`config.mk`:
```
export PLATFORM = sky130hd
export DESIGN_NAME = seq_det_ctrl_flat
export DESIGN_NICKNAME = d
export VERILOG_FILES = /design/src/rtl/seq_det_ctrl_if.sv /design/src/rtl/seq_det_ctrl.sv /design/src/flat_wrapper.sv
export SDC_FILE = /design/constraint.sdc
export NUM_CORES = 1
export LEC_CHECK = 0
export CAP_MARGIN = 40
export CORE_ASPECT_RATIO = 0.7
export CORE_MARGIN = 2
export CORE_UTILIZATION = 40
export CTS_BUF_LIST = sky130_fd_sc_hd__clkbuf_4 sky130_fd_sc_hd__clkbuf_8
export DETAILED_ROUTE_END_ITERATION = 10
export SYNTH_ARGS = -nofsm -noshare
export SYNTH_HDL_FRONTEND = slang
export SYNTH_SLANG_ARGS = --single-unit
```
`constraint.sdc`:
```
create_clock -name clk -period 2.1 [get_ports clk]
set_input_delay 0.21 -clock clk [delete_from_list [all_inputs] [get_ports clk]]
set_output_delay 0.21 -clock clk [all_outputs]
set_load 0.05 [all_outputs]
```
`src/rtl/seq_det_ctrl_if.sv`:
```
// Bus bundle for seq_det_ctrl: configuration writes, run control, symbol stream and status.
// master drives commands and the stream; slave is the detector.
interface seq_det_ctrl_if #(
  parameter int unsigned DEPTH = 4,
  parameter int unsigned CNT_W = 8
) ();
  logic                         cfg_we;
  logic [$clog2(DEPTH)-1:0]     cfg_addr;
  logic [1:0]                   cfg_sym;
  logic                         cfg_len_we;
  logic [$clog2(DEPTH+1)-1:0]   cfg_len;
  logic                         start;
  logic                         stop;
  logic                         i1;
  logic                         i2;
  logic                         o;
  logic                         busy;
  logic [CNT_W-1:0]             match_cnt;
  logic                         err;

  modport master (
    output cfg_we, cfg_addr, cfg_sym, cfg_len_we, cfg_len, start, stop, i1, i2,
    input  o, busy, match_cnt, err
  );

  modport slave (
    input  cfg_we, cfg_addr, cfg_sym, cfg_len_we, cfg_len, start, stop, i1, i2,
    output o, busy, match_cnt, err
  );
endinterface

```
`src/rtl/seq_det_ctrl.sv`:
```
// Programmable 2-input sequence detector: loadable pattern of up to DEPTH symbols,
// start/stop arming, non-overlapping match pulses and a saturating match counter.
module seq_det_ctrl #(
  parameter int unsigned DEPTH = 4,
  parameter int unsigned CNT_W = 8
) (
  input logic          clk,
  input logic          rst,
  seq_det_ctrl_if.slave bus
);

  localparam int unsigned IdxW = $clog2(DEPTH);
  localparam int unsigned LenW = $clog2(DEPTH + 1);

  localparam logic [0:0] StIdle = 1'b0;
  localparam logic [0:0] StRun  = 1'b1;

  logic [0:0]      state_q, state_d;
  logic [IdxW-1:0] idx_q, idx_d;
  logic [LenW-1:0] len_q, len_d;
  logic [1:0]      sym_q [DEPTH];
  logic [1:0]      sym_d [DEPTH];
  logic [CNT_W-1:0] cnt_q, cnt_d, cnt_inc;
  logic            o_q, o_d;
  logic            err_q, err_d;

  logic [1:0] s;
  logic       len_ok;
  logic       last;

  assign s       = {bus.i1, bus.i2};
  assign len_ok  = (int'(len_q) >= 2) && (int'(len_q) <= int'(DEPTH));
  assign last    = (int'(idx_q) == int'(len_q) - 1);
  assign cnt_inc = cnt_q + CNT_W'(1);

  always_comb begin
    state_d = state_q;
    idx_d   = idx_q;
    len_d   = len_q;
    sym_d   = sym_q;
    cnt_d   = cnt_q;
    o_d     = 1'b0;
    err_d   = 1'b0;

    unique case (state_q)
      StIdle: begin
        if (bus.cfg_we && (int'(bus.cfg_addr) < int'(DEPTH))) begin
          sym_d[bus.cfg_addr] = bus.cfg_sym;
        end
        if (bus.cfg_len_we) begin
          len_d = bus.cfg_len;
        end
        // stop dominates start; legality is judged on the length already stored
        if (bus.start && !bus.stop) begin
          if (len_ok) begin
            state_d = StRun;
            idx_d   = '0;
            cnt_d   = '0;
          end else begin
            err_d = 1'b1;
          end
        end
      end
      StRun: begin
        if (bus.cfg_we || bus.cfg_len_we) begin
          err_d = 1'b1;
        end
        if (bus.stop) begin
          state_d = StIdle;
        end else if (s == sym_q[idx_q]) begin
          if (last) begin
            o_d   = 1'b1;
            idx_d = '0;
            cnt_d = cnt_inc;
            // counter reaching all-ones ends the run so it never wraps
            if (&cnt_inc) begin
              state_d = StIdle;
            end
          end else begin
            idx_d = idx_q + IdxW'(1);
          end
        end else begin
          idx_d = (s == sym_q[0]) ? IdxW'(1) : '0;
        end
      end
      default: state_d = StIdle;
    endcase
  end

  always_ff @(posedge clk or negedge rst) begin
    if (!rst) begin
      state_q <= StIdle;
      idx_q   <= '0;
      len_q   <= '0;
      sym_q   <= '{default: 2'b00};
      cnt_q   <= '0;
      o_q     <= 1'b0;
      err_q   <= 1'b0;
    end else begin
      state_q <= state_d;
      idx_q   <= idx_d;
      len_q   <= len_d;
      sym_q   <= sym_d;
      cnt_q   <= cnt_d;
      o_q     <= o_d;
      err_q   <= err_d;
    end
  end

  assign bus.o         = o_q;
  assign bus.busy      = (state_q == StRun);
  assign bus.match_cnt = cnt_q;
  assign bus.err       = err_q;

endmodule

```
`src/flat_wrapper.sv`:
```
// flat-port wrapper written by rule: the top's interface ports become plain ports
module seq_det_ctrl_flat 
#(
  parameter int unsigned DEPTH = 4,
  parameter int unsigned CNT_W = 8
)
  (clk, rst, bus_cfg_we, bus_cfg_addr, bus_cfg_sym, bus_cfg_len_we, bus_cfg_len, bus_start, bus_stop, bus_i1, bus_i2, bus_o, bus_busy, bus_match_cnt, bus_err);
  seq_det_ctrl_if #(.DEPTH(DEPTH), .CNT_W(CNT_W)) bus_i ();
  input logic clk;
  input logic rst;
  input wire logic [$bits(bus_i.cfg_we)-1:0] bus_cfg_we;
  input wire logic [$bits(bus_i.cfg_addr)-1:0] bus_cfg_addr;
  input wire logic [$bits(bus_i.cfg_sym)-1:0] bus_cfg_sym;
  input wire logic [$bits(bus_i.cfg_len_we)-1:0] bus_cfg_len_we;
  input wire logic [$bits(bus_i.cfg_len)-1:0] bus_cfg_len;
  input wire logic [$bits(bus_i.start)-1:0] bus_start;
  input wire logic [$bits(bus_i.stop)-1:0] bus_stop;
  input wire logic [$bits(bus_i.i1)-1:0] bus_i1;
  input wire logic [$bits(bus_i.i2)-1:0] bus_i2;
  output wire logic [$bits(bus_i.o)-1:0] bus_o;
  output wire logic [$bits(bus_i.busy)-1:0] bus_busy;
  output wire logic [$bits(bus_i.match_cnt)-1:0] bus_match_cnt;
  output wire logic [$bits(bus_i.err)-1:0] bus_err;
  assign bus_i.cfg_we = bus_cfg_we;
  assign bus_i.cfg_addr = bus_cfg_addr;
  assign bus_i.cfg_sym = bus_cfg_sym;
  assign bus_i.cfg_len_we = bus_cfg_len_we;
  assign bus_i.cfg_len = bus_cfg_len;
  assign bus_i.start = bus_start;
  assign bus_i.stop = bus_stop;
  assign bus_i.i1 = bus_i1;
  assign bus_i.i2 = bus_i2;
  assign bus_o = bus_i.o;
  assign bus_busy = bus_i.busy;
  assign bus_match_cnt = bus_i.match_cnt;
  assign bus_err = bus_i.err;
  seq_det_ctrl #(.DEPTH(DEPTH), .CNT_W(CNT_W)) u_core (.clk(clk), .rst(rst), .bus(bus_i));
endmodule
```
Yosys cells after proc, flatten, opt, wreduce, memory -nomap -nowiden --
Index checks and enable logic that the tools add are counted.
Storage, ports and cells: bits in registers 24, output and inout bits 11, input bits 15
Cells by class: equality and inequality tests 8, multiplexer cells 34, bitwise gates (word level) 3, reduce and logical (&&, ||, !) cells 10, $lt $le $gt $ge 5, $add $sub $neg 3
Operator list (count):
- 8-bit two-way mux | 5
- 3-bit by 32-bit equality test with 1-bit output | 1
- 2-bit two-way mux | 8
- 8-bit case mux with 2 select lines | 1
- 1-bit two-way mux | 14
- 8-bit by 1-bit adder with 8-bit output (second input constant) | 1
- 8-bit bitwise mux | 1
- 8-bit AND reduction | 1
- 3-bit >= comparator (second input constant) | 2
- 2-bit != test (second input constant) | 3
- 2-bit NOT with 3-bit output | 2
- 5-bit AND reduction | 1
- 2-bit binary-select mux with 2-bit select | 1
- 2-bit demux with 2-bit select | 1
- 2-bit equality test | 2
- 2-bit by 1-bit != test with 1-bit output (second input constant) | 2
- 1-bit case mux with 2 select lines | 2
- 2-bit case mux with 2 select lines | 1
- 2-bit AND reduction | 2
- 3-bit by 1-bit subtractor with 4-bit output (second input constant) | 1
- 3-bit by 2-bit >= comparator with 1-bit output (second input constant) | 1
- 3-bit <= comparator (second input constant) | 1
- 1-bit logical AND | 3
- 3-bit by 1-bit < comparator with 1-bit output (second input constant) | 1
- other kinds (5) | 5

Depth between registers and ports, before layout --
Gate-level depths: netlist (run 1).
depth after elaboration 8, gate-level depth with buffers 8

Worst setup path after synthesis (run 1) --
No wires, ideal clock.
kind flip-flop to flip-flop, from register u_core.len_q[0], to register u_core.cnt_q[6], in the netlist u_core.bus.match_cnt[6], cell stages (with the launch flop) 9, period minus slack after synthesis 1.913 ns, buffers on the path 1, slack 0.187 ns, arrival time 1.789 ns, library setup time 0.124 ns, cells stage by stage dfrtp_1 > inv_1 > ha_1 > xnor2_1 > nor4_4 > a21boi_4 > buf_8 > nor2_2 > a211o_1
Between the ends: longest elaborated chain between the ends 4
RTL lines:
- from (decl) | RTL line seq_det_ctrl.sv:20 | logic [LenW-1:0] len_q, len_d;
- from (signal assigned) | RTL line seq_det_ctrl.sv:102 | len_q <= len_d;
- 3-bit by 1-bit subtractor with 4-bit output, or another cell as far along | RTL line seq_det_ctrl.sv:33 | assign last = (int'(idx_q) == int'(len_q) - 1);
- 3-bit by 32-bit equality test with 1-bit output / 1-bit logical AND (equally long branches) | RTL line seq_det_ctrl.sv:33, seq_det_ctrl.sv:32
- 2-bit != test (no source line) / 2-bit by 1-bit != test with 1-bit output (equally long branches)
- 5-bit AND reduction (no source line) (*)
- to (signal assigned) | RTL line seq_det_ctrl.sv:104 | cnt_q <= cnt_d;
- to (decl) | RTL line seq_det_ctrl.sv:23 | logic [CNT_W-1:0] cnt_q, cnt_d, cnt_inc;
Mark *: on every way between the ends. The rest lies on a longest branch, timed or not. A chain may end at the register's enable or synchronous reset.

Final worst setup path (run 1) --
from register u_core.len_q[0], to register u_core.cnt_q[3], in the netlist u_core.bus.match_cnt[3]
The elaborated chain is that of the path after synthesis.

==> results.py, run 1 <==
metrics = {
    "status": {
        "status": "completed",
    },
    "yosys": {
        "ys_ff_latch": 24,
        "number_of_instances_in_the_synthesized_netlist": 151,
        "synth_largest_type_area_fraction": 0.399,
        "synth_flop_cell": "dfrtp_1",
        "synth_edf_count": 0,
        "synth_simple_gate_area_frac": 0.226,
        "ys_warn_count": 0,
        "synth.top_cells.by_area": "dfrtp_1, mux2_2, xor2_1",
        "synthXorXnorAreaFrac": 0.0698,
        "yosys.area.top_type": "dfrtp_1",
        "post_synthesis_share_of_cell_area_spent_on_full_adders_half_adders_and_majority_gates": 0.0333,
        "yosys-top-cells-count": "dfrtp_1, nand2_1, nor2_1",
        "syn_nets": 170,
        "yosys.cell_types.count": 46,
        "synthesis.area_um2": 1510,
        "synth_compound_gate_area_share": 0.109,
        "mux_share_of_post_synthesis_cell_area": 0.115,
        "synth_async_sr_flop_share": 1.00,
        "synth_seq_area_share": 0.399,
        "post-synth-top-count-cell": "dfrtp_1",
        "combinational_family_with_the_most_area_after_synthesis": "simple AND/OR/NAND/NOR gates",
        "syn_avg_cell_area_um2": 9.97,
    },
    "floorplan": {
        "die-area_um2": 4280,
        "pin_count": 26,
        "area_of_the_core_um2": 3560,
        "die_height_um": 55.3,
        "floorplan.initialDensity": 0.423,
        "fp.dieW_um": 77.3,
        "core.rowCount": 18,
    },
    "detailed_routing": {
        "initialDrtViolationCount": 84,
        "avgViaCountPerCell": 5.15,
        "drt_drc_violations_left": 0,
        "drtPass1Iterations": 4,
        "detail_route.wl_per_cell_um": 13.8,
        "drtAntennaViolNets": 0,
        "vias": 1211,
        "drt_wl_total_um": 3250,
    },
    "layout": {
        "nets": 206,
        "fin_area_um2": 1980,
        "final_layout_size_suffix_gt1_frac": 0.232,
        "layout_filler_cell_count": 340,
        "area_growth_syn_to_layout_pct": 31.4,
        "antenna-diode-count": 0,
    },
    "sta": {
        "rsz_0062_raised_after_global_routing": "true",
        "timing_max_transition_violations_final": 0,
        "hold_slack_ns": 0.300,
        "skew_ns": 0.0111,
        "timing.final.crit_period_ns": 2.03,
        "max-slew-margin-rel": 0.666,
        "post-route-period-util": 0.967,
        "achievable-frequency_mhz": 492,
        "setup_viol_count_final": 0,
        "final-hold-violation-count": 0,
        "worst_pin_slew_ns": 0.499,
    },
    "setup_path": {
        "timing.critical_path.from_type": "register",
        "timing.rr.start": "u_core.len_q[0]$_DFFE_PN0P_",
        "worst_r2r_path_depth": 7,
        "regToRegSetupSlack_ns": 0.07,
        "arrival_time_worst_endpoint_ns": 2.17,
        "cp-end-kind": "register",
        "setup.worst_path.class": "reg -> reg",
        "regToRegEndpoint": "u_core.bus.match_cnt[3]$_DFFE_PN0P_",
        "worst_ep_required_time_ns": 2.24,
        "crit_path_max_fanout": 8,
    },
    "global_routing": {
        "grt_pass1_wl_um": 5300,
        "first_global_vias": 1095,
        "busiest_metal_layer_after_global_routing": "met2",
        "met3_usage": 0.0359,
        "initial_antenna_violation_count": 0,
        "grtUsageMet1": 0.229,
        "groute.usage.overall": 0.156,
        "globalRouteOverflowTotal": 0,
        "largest_net_degree_at_the_start_of_global_routing": 25,
        "use_met2": 0.236,
    },
    "clocking": {
        "clkSlewWorstSetupHoldPaths_ns": 0.09,
        "h_tree_depth": 1,
        "tritoncts": "yes",
        "clkLatencyLatePin_ns": 0.27,
        "clock_path_buffers": 2,
        "cts_hold_buffers": 0,
        "numCtsBuffers": 3,
        "cts_num_sinks": 24,
        "ctsRootBufferMaster": "clkbuf_8",
    },
    "pwr": {
        "max-vdd-ir-drop_v": 0.000424,
        "leakage_nw": 0.796,
        "seqPwrFrac": 0.392,
        "power-per-cell-area_nw_per_um2": 929,
        "switching_power_mw": 0.721,
        "cell_internal_pwr_mw": 1.12,
        "power.share.switching": 0.392,
        "pwr-share-comb": 0.463,
        "total_power_mw": 1.84,
        "share_clk_of_total_power": 0.145,
    },
    "hold_path": {
        "hold_path.class": "in -> async",
    },
    "placed_design": {
        "postPlaceCellArea_um2": 1850,
        "placement.io_buffers": 25,
        "gp_congestion": 0.756,
        "dp_hpwl_um": 2490,
    },
    "flow_run": {
        "drv.max_cap_violation_count": 0,
    },
}
what timing repair did:
action / 4_1_cts / 5_1_grt
cloned: 0 / 0
setup endpoints to repair: 1 / 6
pin swaps: 0 / 6
resized for setup: 0 / 14
setup buffers: 1 / 2
endpoints found under the hold margin: 0 / 0
worst max-delay path, cell delays in order (launching register included):
cell and delay, ns:
dfrtp_1 0.40, inv_2 0.09, ha_4 0.22, xnor2_4 0.13
nor4_4 0.25, a21boi_4 0.34, nand4_1 0.13, mux2_1 0.33
cells in the final DEF (no fill, tap or decap), types with 5 or more instances in the layout:
cell type / count
xor2_1: 9
nand2_1: 14
nor2_1: 10
mux2i_1: 5
o21ai_0: 9
clkdlybuf4s50_1: 25
mux2_2: 9
dfrtp_1: 23
buf_4: 12
nor3_1: 5
power by group through the flow:
stage / Clock, mW / Combinational, mW / Sequential (mW)
6_report: 0.266 / 0.851 / 0.720
4_1_cts: 0.277 / 0.767 / 0.703
3_5_place_dp: 0 / 0.752 / 0.716
5_1_grt: 0.294 / 0.918 / 0.745
3_3_place_gp: 0 / 0.740 / 0.709
2_1_floorplan: 0 / 0.415 / 0.802
state kept, by name, indices dropped and copies added (netlist names):
| register | cells |
|---|---|
| u_core.bus.busy | 1 |
| u_core.bus.err | 1 |
| u_core.bus.match_cnt | 8 |
| u_core.bus.o | 1 |
| u_core.idx_q | 2 |
| u_core.len_q | 3 |
| u_core.sym_q | 8 |
metrics by stage:
step | std cells | setup WS [ns] | setup TNS, ns | util
final | 235 | 0.0687 | 0 | 0.556
after CTS | 234 | 0.0556 | 0 | 0.533
after global placement | 230 | 0.0572 | 0 | 0.519
after floorplan | 151 | 0.187 | 0 | -
after detailed placement | 230 | 0.0372 | 0 | 0.519
after global routing | 235 | -0.0343 | -0.0535 | 0.556
cell families (layout without fill, tap and decap cells):
family / Yosys count / in the layout
AND/OR/NAND/NOR: 60 / 60
flip-flops: 24 / 24
AO/OA/AOI/OAI: 23 / 23
multiplexers: 16 / 16
XOR/XNOR: 12 / 12
buffers and inverters: 12 / 46
adder cells (fa/ha/maj): 4 / 4
how the worst max path moves through the flow:
stage | from | to | slack [ns] | depth (start not counted)
after floorplan | u_core.len_q[0]$_DFFE_PN0P_ | u_core.bus.match_cnt[6]$_DFFE_PN0P_ | 0.19 | 8
after global placement | u_core.len_q[0]$_DFFE_PN0P_ | u_core.bus.match_cnt[3]$_DFFE_PN0P_ | 0.06 | 7
after detailed placement | u_core.len_q[0]$_DFFE_PN0P_ | u_core.bus.match_cnt[3]$_DFFE_PN0P_ | 0.04 | 7
after CTS | u_core.len_q[0]$_DFFE_PN0P_ | u_core.bus.match_cnt[3]$_DFFE_PN0P_ | 0.06 | 7
after global routing | u_core.idx_q[0]$_DFFE_PN0P_ | u_core.bus.match_cnt[3]$_DFFE_PN0P_ | -0.03 | 6
final | u_core.len_q[0]$_DFFE_PN0P_ | u_core.bus.match_cnt[3]$_DFFE_PN0P_ | 0.07 | 7
layer usage:
metal  routed length [um]  share of wire
met4                   10         0.0031
met1                 1690           0.52
met3                  109          0.034
met2                 1440           0.44
met5                    0              0
area by class of cell:
class / instances / area (um^2) / area share
Multi-Input combinational cell: 115 / 902 / 0.456
Sequential cell: 24 / 602 / 0.304
Timing Repair Buffer: 38 / 352 / 0.178
Tap cell: 50 / 62.6 / 0.0316
Clock buffer: 3 / 41.3 / 0.0209
Inverter: 5 / 18.8 / 0.00949
No activity file was read; power rests on OpenSTA's default activity.
==> run 2, diff against run 1 <==
--- a/config.mk
+++ b/config.mk
@@ -6,7 +6,6 @@
 export NUM_CORES = 1
 export LEC_CHECK = 0
 export CAP_MARGIN = 40
-export CORE_ASPECT_RATIO = 0.7
 export CORE_MARGIN = 2
 export CORE_UTILIZATION = 40
 export CTS_BUF_LIST = sky130_fd_sc_hd__clkbuf_4 sky130_fd_sc_hd__clkbuf_8
==> constraint.sdc (replaced) <==
create_clock -name clk -period 2.5 [get_ports clk]
set_input_delay 0.25 -clock clk [delete_from_list [all_inputs] [get_ports clk]]
set_output_delay 0.25 -clock clk [all_outputs]
set_load 0.05 [all_outputs]
==> results.py, run 2 (synthesis gave the netlist of run 1 again) <==
metrics = {
    "status": {
        "status": "completed",
    },
    "clocking": {
        "tritoncts": "yes",
        "h_tree_depth": 1,
        "numCtsBuffers": 3,
        "clock_path_buffers": 2,
        "cts_num_sinks": 24,
        "clkSlewWorstSetupHoldPaths_ns": 0.09,
        "clkLatencyLatePin_ns": 0.26,
        "ctsRootBufferMaster": "clkbuf_8",
        "cts_hold_buffers": 0,
        "gates_resized_cts_repair": 0,
        "postCtsSetupBuffers": 0,
    },
    "setup_path": {
        "crit_path_max_fanout": 11,
        "worst_r2r_path_depth": 8,
        "setup.worst_path.class": "reg -> reg",
        "critical-path-slowest-cell": "a21boi_4",
        "worst_ep_required_time_ns": 2.66,
        "worst-path-buf-inv": 2,
        "arrival_time_worst_endpoint_ns": 2.41,
        "cp_num_cells": 8,
        "worstPathCellList": "inv_1 -> ha_1 -> xnor2_1 -> nor4_4 -> a21boi_4 -> buf_4 -> nand2_1 -> a32o_1",
        "critPathTopFamily": "compound AO/OA/AOI/OAI gates",
        "cp-end-kind": "register",
        "timing.critical_path.from_type": "register",
        "largest_stage_delay_on_the_critical_path_ns": 0.42,
    },
    "global_routing": {
        "globalRouteOverflowTotal": 0,
        "largest_net_degree_at_the_start_of_global_routing": 25,
        "grt_pass1_wl_um": 5380,
        "groute.usage.overall": 0.161,
        "first_global_vias": 1143,
        "initial_antenna_violation_count": 0,
    },
    "detailed_routing": {
        "initialDrtViolationCount": 51,
        "drtPass1Iterations": 4,
        "drtAntennaViolNets": 0,
        "detail_route.wl_per_cell_um": 14.1,
        "vias": 1193,
        "avgViaCountPerCell": 5.30,
        "drt_wl_total_um": 3170,
        "drt_drc_violations_left": 0,
    },
    "placed_design": {
        "dp_hpwl_um": 2370,
        "placement.io_buffers": 25,
        "gp_congestion": 0.832,
    },
    "sta": {
        "worst_pin_slew_ns": 0.519,
        "skew_ns": 0.00352,
        "max-slew-margin-rel": 0.649,
        "final-hold-violation-count": 0,
        "achievable-frequency_mhz": 444,
        "rsz_0062_raised_after_global_routing": "false",
        "post-route-period-util": 0.900,
        "setup_tns_ns": 0,
        "timing_max_transition_violations_final": 0,
        "timing.final.crit_period_ns": 2.25,
        "setup_viol_count_final": 0,
    },
    "layout": {
        "commonest_non_fill_non_tap_cell_in_the_layout": "clkdlybuf4s50_1",
        "layout_filler_cell_count": 342,
        "final_layout_size_suffix_gt1_frac": 0.136,
        "nets": 197,
        "area_growth_syn_to_layout_pct": 22.7,
        "register_area_um2": 601,
        "final_cell_mix": "clkdlybuf4s50_1, dfrtp_1, nand2_1",
        "antenna-diode-count": 0,
        "multi_input_comb_area_um2": 832,
    },
    "floorplan": {
        "pin_count": 26,
        "floorplan.initialDensity": 0.414,
        "area_of_the_core_um2": 3630,
        "die-area_um2": 4270,
        "core.rowCount": 22,
        "die_height_um": 65.3,
        "fp.dieW_um": 65.3,
    },
    "pwr": {
        "max-vdd-ir-drop_v": 0.000304,
        "power-per-cell-area_nw_per_um2": 782,
        "leakage_nw": 0.743,
        "total_power_mw": 1.45,
    },
    "flow_run": {
        "drv.max_cap_violation_count": 0,
    },
    "hold_path": {
        "hold_path.class": "in -> async",
    },
}
## run 2: power breakdown
part | internal, mW | switching (mW) | leakage, nW
combinational | 0.259 | 0.322 | 0.407
clock | 0.140 | 0.123 | 0.0288
sequential | 0.480 | 0.120 | 0.307
## run 2: routing by layer
layer | vias to the layer above | wire length (um) | track usage
li1 | 589 | - | -
met1 | 584 | 1550 | 0.221
met4 | 0 | 22 | 0.0391
met5 | - | 0 | 0
met3 | 2 | 108 | 0.0308
met2 | 18 | 1490 | 0.261
## run 2: area by class of cell
cell class / count / area share
Clock buffer: 4 / 0.0298
Timing Repair Buffer: 29 / 0.152
Multi-Input combinational cell: 115 / 0.451
Inverter: 5 / 0.0102
Tap cell: 48 / 0.0325
Sequential cell: 24 / 0.325
## run 2: final timing paths
check	slack (ns)	end	start
setup / recovery	0.25	u_core.bus.match_cnt[1]$_DFFE_PN0P_	u_core.len_q[0]$_DFFE_PN0P_
hold / removal	0.35	u_core.bus.match_cnt[7]$_DFFE_PN0P_	rst
setup reg to reg	0.25	u_core.bus.match_cnt[1]$_DFFE_PN0P_	u_core.len_q[0]$_DFFE_PN0P_
hold reg to reg	0.53	u_core.sym_q[0]$_DFFE_PN0P_	u_core.sym_q[0]$_DFFE_PN0P_
max in group asynchronous	1.90	u_core.sym_q[7]$_DFFE_PN0P_	rst
min in group clk	0.53	u_core.sym_q[0]$_DFFE_PN0P_	u_core.sym_q[0]$_DFFE_PN0P_
## run 2: stage by stage
stage               instances  utilization  hold WS, ns  setup slack [ns]  cell area (um^2)
floorplan                 151            -      -0.0456             0.587              1510
global placement          221        0.493        0.506             0.287              1790
detailed placement        221        0.493        0.506             0.246              1790
CTS                       225        0.508        0.356             0.228              1850
global route              225        0.508        0.386             0.120              1850
finish                    225        0.508        0.345             0.250              1850
